<file path="src/rtl/sid_pkg.sv">
// Shared constants and types for the SID voice register interface.
package sid_pkg;

  localparam int SID_ADDR_W     = 3;
  localparam int SID_VOICE_W    = 2;
  localparam int SID_NUM_VOICES = 3;

  // Per-voice register map
  localparam logic [SID_ADDR_W-1:0] REG_FREQ_LO  = 3'd0;
  localparam logic [SID_ADDR_W-1:0] REG_FREQ_HI  = 3'd1;
  localparam logic [SID_ADDR_W-1:0] REG_PW       = 3'd2;
  localparam logic [SID_ADDR_W-1:0] REG_ATTACK   = 3'd4;
  localparam logic [SID_ADDR_W-1:0] REG_SUSTAIN  = 3'd5;
  localparam logic [SID_ADDR_W-1:0] REG_WAVEFORM = 3'd6;

  typedef enum logic [1:0] {
    ST_IDLE = 2'd0,
    ST_HDR  = 2'd1,
    ST_DATA = 2'd2
  } spi_state_e;

endpackage

</file>
<file path="src/rtl/sid_sync.sv">
// Multi-flop bit synchronizer for one asynchronous input, with a selectable reset value.
module sid_sync #(
  parameter int   STAGES    = 2,
  parameter logic RESET_VAL = 1'b0
) (
  input  logic clk,
  input  logic rst,
  input  logic d_i,
  output logic q_o
);

  logic [STAGES-1:0] sync_q;

  always_ff @(posedge clk) begin
    if (rst) begin
      sync_q <= {STAGES{RESET_VAL}};
    end else begin
      sync_q <= {sync_q[STAGES-2:0], d_i};
    end
  end

  assign q_o = sync_q[STAGES-1];

endmodule

</file>
<file path="src/rtl/sid_spi_regif.sv">
// SPI mode-0 slave to single-cycle register write bridge for the SID voice banks.
// Define SID_SPI_AUTOINC_EN to let burst data bytes write successive addresses.
module sid_spi_regif
  import sid_pkg::*;
#(
  parameter int SYNC_STAGES = 2,
  parameter int ADDR_W      = SID_ADDR_W,
  parameter int VOICE_W     = SID_VOICE_W
) (
  input  logic               clk,
  input  logic               rst,
  input  logic               spi_sclk,
  input  logic               spi_cs_n,
  input  logic               spi_mosi,
  output logic               wr_stb,
  output logic [VOICE_W-1:0] wr_voice,
  output logic [ADDR_W-1:0]  wr_addr,
  output logic [7:0]         wr_data,
  output logic               frame_err,
  output logic               busy
);

`ifdef SID_SPI_AUTOINC_EN
  localparam logic AUTOINC = 1'b1;
`else
  localparam logic AUTOINC = 1'b0;
`endif

  logic sclkSync, csSync, mosiSync;

  // Chip select idles high so reset never looks like the start of a frame
  sid_sync #(.STAGES(SYNC_STAGES), .RESET_VAL(1'b0)) uSyncSclk (
    .clk(clk), .rst(rst), .d_i(spi_sclk), .q_o(sclkSync));
  sid_sync #(.STAGES(SYNC_STAGES), .RESET_VAL(1'b1)) uSyncCs (
    .clk(clk), .rst(rst), .d_i(spi_cs_n), .q_o(csSync));
  sid_sync #(.STAGES(SYNC_STAGES), .RESET_VAL(1'b0)) uSyncMosi (
    .clk(clk), .rst(rst), .d_i(spi_mosi), .q_o(mosiSync));

  spi_state_e         state_q;
  logic               sclkDly_q, csDly_q;
  logic [2:0]         bitCnt_q;
  logic [7:0]         shift_q;
  logic               hdrWr_q, firstData_q;
  logic [VOICE_W-1:0] hdrVoice_q;
  logic [ADDR_W-1:0]  hdrAddr_q;
  logic               wrStb_q, frameErr_q;
  logic [VOICE_W-1:0] wrVoice_q;
  logic [ADDR_W-1:0]  wrAddr_q;
  logic [7:0]         wrData_q;

  logic       sclkRise, csFall, csRise, byteDone, voiceBad;
  logic [7:0] shiftNext;

  assign sclkRise  = sclkSync & ~sclkDly_q;
  assign csFall    = ~csSync & csDly_q;
  assign csRise    = csSync & ~csDly_q;
  assign shiftNext = {shift_q[6:0], mosiSync};
  assign byteDone  = (state_q != ST_IDLE) && sclkRise && (bitCnt_q == 3'd7);
  assign voiceBad  = (int'(hdrVoice_q) >= SID_NUM_VOICES);

  // A byte finishing in the same cycle as cs_n rising is processed before returning to idle
  always_ff @(posedge clk) begin
    if (rst) begin
      state_q     <= ST_IDLE;
      sclkDly_q   <= 1'b0;
      csDly_q     <= 1'b1;
      bitCnt_q    <= 3'd0;
      shift_q     <= 8'd0;
      hdrWr_q     <= 1'b0;
      firstData_q <= 1'b0;
      hdrVoice_q  <= '0;
      hdrAddr_q   <= '0;
      wrStb_q     <= 1'b0;
      frameErr_q  <= 1'b0;
      wrVoice_q   <= '0;
      wrAddr_q    <= '0;
      wrData_q    <= 8'd0;
    end else begin
      sclkDly_q  <= sclkSync;
      csDly_q    <= csSync;
      wrStb_q    <= 1'b0;
      frameErr_q <= 1'b0;
      case (state_q)
        ST_IDLE: begin
          if (csFall) begin
            state_q  <= ST_HDR;
            bitCnt_q <= 3'd0;
            shift_q  <= 8'd0;
          end
        end
        default: begin
          if (sclkRise) begin
            shift_q  <= shiftNext;
            bitCnt_q <= bitCnt_q + 3'd1;
          end
          if (byteDone) begin
            if (state_q == ST_HDR) begin
              hdrWr_q     <= shiftNext[7];
              hdrVoice_q  <= shiftNext[ADDR_W +: VOICE_W];
              hdrAddr_q   <= shiftNext[ADDR_W-1:0];
              firstData_q <= 1'b1;
              state_q     <= ST_DATA;
            end else begin
              firstData_q <= 1'b0;
              if (voiceBad) begin
                if (firstData_q) frameErr_q <= 1'b1;
              end else if (hdrWr_q && (AUTOINC || firstData_q)) begin
                wrStb_q   <= 1'b1;
                wrVoice_q <= hdrVoice_q;
                wrAddr_q  <= hdrAddr_q;
                wrData_q  <= shiftNext;
                hdrAddr_q <= hdrAddr_q + 1'b1;
              end
            end
          end
          if (csRise) begin
            state_q  <= ST_IDLE;
            bitCnt_q <= 3'd0;
            if (!byteDone && bitCnt_q != 3'd0) frameErr_q <= 1'b1;
          end
        end
      endcase
    end
  end

  assign wr_stb    = wrStb_q;
  assign wr_voice  = wrVoice_q;
  assign wr_addr   = wrAddr_q;
  assign wr_data   = wrData_q;
  assign frame_err = frameErr_q;
  assign busy      = ~csSync;

endmodule

</file>
<file path="config.mk">
export PLATFORM = sky130hd
export DESIGN_NAME = sid_spi_regif
export DESIGN_NICKNAME = d
export VERILOG_FILES = /design/src/rtl/sid_pkg.sv /design/src/rtl/sid_sync.sv /design/src/rtl/sid_spi_regif.sv
export SDC_FILE = /design/constraint.sdc
export NUM_CORES = 1
export LEC_CHECK = 0
export CORE_MARGIN = 3
export CORE_UTILIZATION = 35
export DETAILED_ROUTE_END_ITERATION = 8
export PLACE_DENSITY = 0.59
export RECOVER_POWER = 100
export SKIP_CTS_REPAIR_TIMING = 1
export SLEW_MARGIN = 20
export SYNTH_ARGS = -nofsm -noshare
export SYNTH_HDL_FRONTEND = slang
export SYNTH_SLANG_ARGS = --single-unit
export TNS_END_PERCENT = 10
</file>
<file path="constraint.sdc">
create_clock -name clk -period 2.41 [get_ports clk]
set_clock_uncertainty 0.05 [all_clocks]
set_input_delay 0.3615 -clock clk [delete_from_list [all_inputs] [get_ports clk]]
set_output_delay 0.3615 -clock clk [all_outputs]
set_load 0.05 [all_outputs]
</file>
==> flow_summary.toml, run 1 <==
[min_path]
hp-class = "register to register"
worst_hold_path.endpoint = "uSyncCs.sync_q[1]$_SDFF_PP1_"
timing.hold.worst.start = "uSyncCs.sync_q[0]$_SDFF_PP1_"
hold-path-cell-count = 1

[global_routing]
gr-usage-all-layers_pct = 13.0
grt_pass1_vias = 1212
grt_remaining_overflow = 0
antenna_violations_before_repair = 0
grt_start_max_net_pins = 31
grt_pass1_wl_um = 5620

[layout]
stdcell_area_um2 = 2060
layout_commonest_cell = "sky130_fd_sc_hd__dfxtp_1"
fin_nets = 209
layout-area-overhead-vs-synth_pct = 21.9
final_cell_mix = "sky130_fd_sc_hd__dfxtp_1 (42), sky130_fd_sc_hd__nand2_1 (34), sky130_fd_sc_hd__dlygate4sd3_1 (17)"
drive_gt1_share_pct = 6.47
antenna_cells_inserted = 0

[floorplan]
die_width_um = 75.5
fp.dieH_um = 75.5
fp.dieArea_um2 = 5700
initial_standard_cell_utilization_of_the_core_pct = 37.5
placementRows = 24
core_area_um2 = 4500
io-pin-count = 21

[synth]
netlist.area_leader.share_pct = 49.8
synthesis.nets = 189
netlist_area_um2 = 1690
synthCells = 180
synth-main-ff-cell = "sky130_fd_sc_hd__dfxtp_1"
synth_sequential_area_ratio_pct = 49.8
synth.ff_latch_count = 42
netlist_top_cells_area = "sky130_fd_sc_hd__dfxtp_1 (50%), sky130_fd_sc_hd__mux2i_1 (9.5%), sky130_fd_sc_hd__nand2_1 (7.6%)"
total_of_warnings_raised_by_yosys = 0
synthArstFlopShare_pct = 0
synth_top_cell_by_area = "sky130_fd_sc_hd__dfxtp_1"
post_synth_num_cell_types = 36
synthesis.area_per_instance_um2 = 9.38
number_of_synthesized_flops_with_an_enable_pin = 0

[worst_setup_path]
critical_path_class = "register to output pin"
setup.worst_path.start_class = "register"
worstReg2RegEnd = "wr_addr[0]$_SDFFE_PP0P_"
cp_data_arrival_time_ps = 1640
r2r_start = "state_q[0]$_SDFFE_PP0P_"
register_to_register_setup_slack_ps = 370
reg2reg_depth = 4
critPathMaxFanout = 5
critPathRequiredTime_ps = 2000
worst_setup_path_end_kind = "output pin"

[placement]
post_dp_cell_area_um2 = 1930
half_perimeter_wire_length_of_the_detailed_placement_result_um = 2390
pre_cts_slack_ps = 561
io_buffer_count = 20
place_congestion = 0.807

[sta]
maxSlewViolCount = 0
final.min_clock_period_ps = 2050
finalSetupViolations = 0
timing.slew.headroom_pct = 33.6
worst_slack_ps = 363
accumulated_negative_setup_slack_ps = 0
setup_repair_after_global_routing_missed_its_margin = "no"
max_slew.worst_pin.slew_ps = 996
final_hold_violation_count = 0
timing.final.crit_share_pct = 84.9
timing.fmax_mhz = 489

[power_and_ir_drop]
leakagePower_nw = 0.822
vdd_drop_max_mv = 0.231
power-per-cell-area_nw_per_um2 = 697

[drt]
route.vias.total = 1301
vias_per_cell = 5.14
drt.antenna.violating_nets = 0
drt-initial-drc-count = 98
wirelength_um = 3360
drc = 0
wire_per_inst_um = 13.3
drtPass1Iterations = 4

[flow_run]
maxcap_viol_count = 0

[clocking]
cts_buffers = 5
clock_tree_from_tritoncts = "yes"
cts.htree.levels = 2
clock_tree.root_cell = "sky130_fd_sc_hd__clkbuf_8"
max_buffers_root_to_sink = 2
cts_num_sinks = 42
clkLatencyLatePin_ps = 300
path_clk_slew_ps = 80

[status]
run_status = "complete, no violations"
==> through the flow <==
stage,power [W],util (%),instances,hold WS [ps]
after floorplan,0.000753,-,180,339
after global placement,0.000770,42.9,245,342
after detailed placement,0.000772,42.9,245,345
after CTS,0.00145,46.1,253,365
after global routing,0.00148,45.7,253,384
final,0.00143,45.7,253,364
==> worst max-delay path: stages (launching register included) <==
cell	delay, ps
sky130_fd_sc_hd__dfxtp_1	360
sky130_fd_sc_hd__inv_1	100
sky130_fd_sc_hd__dlygate4sd3_1	880
==> cells by family (layout without fill, tap and decap cells) <==
family / count (synthesis) / after routing / synth area share [%]
muxes: 17 / 17 / 10.1
and+or+nand+nor: 76 / 76 / 22.4
DFF: 42 / 42 / 49.8
adders and majority gates: 4 / 4 / 2.96
buffers and inverters: 15 / 36 / 4.30
AOI/OAI and AO/OA: 26 / 26 / 10.4
==> synthesized netlist by cell type (2+ instances only) <==
cell,n
sky130_fd_sc_hd__dfxtp_1,42
sky130_fd_sc_hd__ha_1,4
sky130_fd_sc_hd__o21ai_0,2
sky130_fd_sc_hd__a22oi_1,7
sky130_fd_sc_hd__inv_1,6
sky130_fd_sc_hd__a31oi_1,2
sky130_fd_sc_hd__nand3_1,7
sky130_fd_sc_hd__or3_1,2
sky130_fd_sc_hd__nor2_1,11
sky130_fd_sc_hd__nor2b_1,8
sky130_fd_sc_hd__or2_2,2
sky130_fd_sc_hd__nand4_1,2
sky130_fd_sc_hd__buf_6,2
sky130_fd_sc_hd__clkbuf_1,6
sky130_fd_sc_hd__nand2_1,34
sky130_fd_sc_hd__a21oi_1,8
sky130_fd_sc_hd__mux2i_1,16
==> per-layer routing <==
metal	track usage [%]	vias up	part of all wire (%)
li1	-	659	-
met1	16.7	603	47
met2	20.5	35	48
met3	3.56	4	3.5
met4	5.24	0	1.3
met5	0	-	0
==> cell type report <==
cell class | instances | area (um2)
fill | 434 | 2450
sequential | 42 | 841
multi-input combinational | 123 | 763
timing repair buffer | 22 | 224
clock buffer | 6 | 82.6
tap | 52 | 65.1
clock inverter | 2 | 60.1
inverter | 6 | 22.5
==> sequential cells by signal, indices dropped and copies added, names as in the netlist <==
register	cells
uSyncCs.sync_q	2
wr_addr	3
hdrWr_q	1
wr_data	8
csDly_q	1
uSyncSclk.sync_q	2
wr_voice	2
hdrAddr_q	3
frame_err	1
sclkDly_q	1
state_q	2
hdrVoice_q	2
uSyncMosi.sync_q	2
wr_stb	1
firstData_q	1
bitCnt_q	3
shift_q	7
==> report_power, final <==
part	switching [W]	total (W)	internal, W
Combinational	0.0000295	0.0000481	0.0000186
Sequential	0.00000483	0.000705	0.000700
Clock	0.000240	0.000682	0.000442
Total	0.000274	0.00143	0.00116
==> how the worst max path moves through the flow <==
stage / from / endpoint / cells after the start
3_3_place_gp: uSyncSclk.sync_q[1]$_SDFF_PP0_ / wr_voice[1]$_SDFFE_PP0P_ / 4
4_1_cts: uSyncCs.sync_q[1]$_SDFF_PP1_ / busy / 2
3_5_place_dp: uSyncSclk.sync_q[1]$_SDFF_PP0_ / wr_addr[0]$_SDFFE_PP0P_ / 4
2_1_floorplan: bitCnt_q[1]$_SDFFE_PP0P_ / wr_addr[0]$_SDFFE_PP0P_ / 6
5_1_grt: uSyncSclk.sync_q[1]$_SDFF_PP0_ / wr_addr[0]$_SDFFE_PP0P_ / 4
6_report: uSyncCs.sync_q[1]$_SDFF_PP1_ / busy / 2
(Power assumes the default switching activity.)
==> run 2, diff against run 1 <==
PLACE_DENSITY = 0.61   (was 0.59)
clock period = 1.75 ns   (was 2.41 ns; I/O delays follow)
==> run 2 against run 1 <==
Net effect: die area unchanged; clock-buffer cell count up 1; via count down 0.77%; core utilization down 1.4 points; power up 18%; worst hold slack worse by 0.65 ps; first-iteration DRC count down 19%.
==> flow_summary.toml, run 2 (synthesis results as in run 1) <==
[layout]
final-seq-area_um2 = 841
fin_nets = 219
final_cell_mix = "sky130_fd_sc_hd__dfxtp_1 (42), sky130_fd_sc_hd__nand2_1 (34), sky130_fd_sc_hd__clkbuf_1 (18)"
final-instance-count-excl-fill = 263
multiInputGateArea_um2 = 776
drive_gt1_share_pct = 10.9
stdcell_area_um2 = 2000
antenna_cells_inserted = 0
largest_register_ffs = 8
layout_commonest_cell = "sky130_fd_sc_hd__dfxtp_1"
num-fill-cells = 454
layout-area-overhead-vs-synth_pct = 18.1

[placement]
dpl.cell_count = 255
pre_cts_slack_ps = 105
post_dp_cell_area_um2 = 1970
half_perimeter_wire_length_of_the_detailed_placement_result_um = 2320
io_buffer_count = 20
place_congestion = 0.800

[worst_setup_path]
r2r_start = "bitCnt_q[1]$_SDFFE_PP0P_"
critPathRequiredTime_ps = 1880
critPathMaxFanout = 6
worstReg2RegEnd = "wr_voice[1]$_SDFFE_PP0P_"
setup.worst_path.start_class = "register"
reg2reg_depth = 5
critical_path_class = "register to register"
register_to_register_setup_slack_ps = 120
cp_data_arrival_time_ps = 1760
worst_setup_path_end_kind = "register"
timing.critical_path.from = "bitCnt_q[1]$_SDFFE_PP0P_"

[min_path]
worst_hold_path.endpoint = "uSyncCs.sync_q[1]$_SDFF_PP1_"
hp-class = "register to register"
hold-path-cell-count = 1
timing.hold.worst.start = "uSyncCs.sync_q[0]$_SDFF_PP1_"

[drt]
drt-initial-drc-count = 79
vias_per_cell = 4.91
wire_per_inst_um = 12.4
drc = 0
drtPass1Iterations = 4
route.vias.total = 1291
wirelength_um = 3260
drt.antenna.violating_nets = 0

[clocking]
cts_buffers = 5
cts_num_sinks = 42
path_clk_slew_ps = 80
clock_tree_from_tritoncts = "yes"
clock_tree.root_cell = "sky130_fd_sc_hd__clkbuf_8"
max_buffers_root_to_sink = 2
clkLatencyLatePin_ps = 300
cts.htree.levels = 2

[sta]
worst_slack_ps = 117
finalSetupViolations = 0
timing.final.crit_share_pct = 93.3
maxSlewViolCount = 0
max_slew.worst_pin.slew_ps = 607
final_hold_violation_count = 0
final.min_clock_period_ps = 1630
timing.slew.headroom_pct = 59.7
timing.fmax_mhz = 612

[global_routing]
grt_start_max_net_pins = 32
antenna_violations_before_repair = 0
grt_remaining_overflow = 0
grt_pass1_wl_um = 5660
grt_pass1_vias = 1175
gr-usage-all-layers_pct = 13.5

[flow_run]
maxcap_viol_count = 0

[floorplan]
io-pin-count = 21
initial_standard_cell_utilization_of_the_core_pct = 37.5
core_area_um2 = 4500
die_width_um = 75.5
fp.dieArea_um2 = 5700
placementRows = 24
fp.dieH_um = 75.5

[power_and_ir_drop]
fin_total_pwr_w = 0.00169
power-per-cell-area_nw_per_um2 = 845
leakagePower_nw = 0.757
vdd_drop_max_mv = 0.353

[status]
run_status = "complete, no violations"
==> run 2: power by group <==
group	switching, W	total [W]	internal, W	leakage (nW)
clock	0.000325	0.000643	0.000318	0.0482
sequential	0.00000622	0.000970	0.000964	0.340
combinational	0.0000432	0.0000740	0.0000308	0.369
total	0.000374	0.00169	0.00131	0.757
==> run 2: worst max-delay path by stage <==
stage,end,slack (ps),cells after the start
after floorplan,wr_addr[0]$_SDFFE_PP0P_,140,6
after global placement,wr_data[3]$_SDFFE_PP0P_,140,5
after detailed placement,wr_data[3]$_SDFFE_PP0P_,110,5
after CTS,wr_addr[0]$_SDFFE_PP0P_,100,5
after global routing,wr_voice[0]$_SDFFE_PP0P_,-0.2,5
final,wr_voice[1]$_SDFFE_PP0P_,120,5
==> run 2: final cells by class <==
type | instances | area share, %
inverter | 6 | 1.13
clock inverter | 1 | 0.251
tap | 52 | 3.26
multi-input combinational | 123 | 38.9
clock buffer | 7 | 4.33
sequential | 42 | 42.1
timing repair buffer | 32 | 10.0
==> run 2: layer usage <==
| layer | vias up | routed length (um) | track usage (%) |
|---|---|---|---|
| met1 | 583 | 1640 | 17.6 |
| met2 | 22 | 1390 | 19.6 |
| met5 | - | 0 | 0 |
| li1 | 680 | - | - |
| met4 | 0 | 79 | 6.99 |
| met3 | 6 | 156 | 4.62 |
==> run 2: metrics by stage <==
stage	hold slack (ps)	TNS, ps	util (%)
floorplan	284	0	-
global placement	347	0	43.7
detailed placement	351	0	43.7
CTS	369	0	45.7
global route	408	-0.246	44.3
finish	364	0	44.3
==> run 2: critical path, cell delays in order (launching register included) <==
cell and delay [ps]:
sky130_fd_sc_hd__dfxtp_1 350, sky130_fd_sc_hd__ha_1 150, sky130_fd_sc_hd__ha_1 200, sky130_fd_sc_hd__nand3_4 80, sky130_fd_sc_hd__or3_1 520, sky130_fd_sc_hd__mux2i_1 170
==> run 3, diff against run 2 <==
CAP_MARGIN = 5   (was unset)
==> results of run 3 <==
Final layout, timing and power as in run 2 (identical DEF).
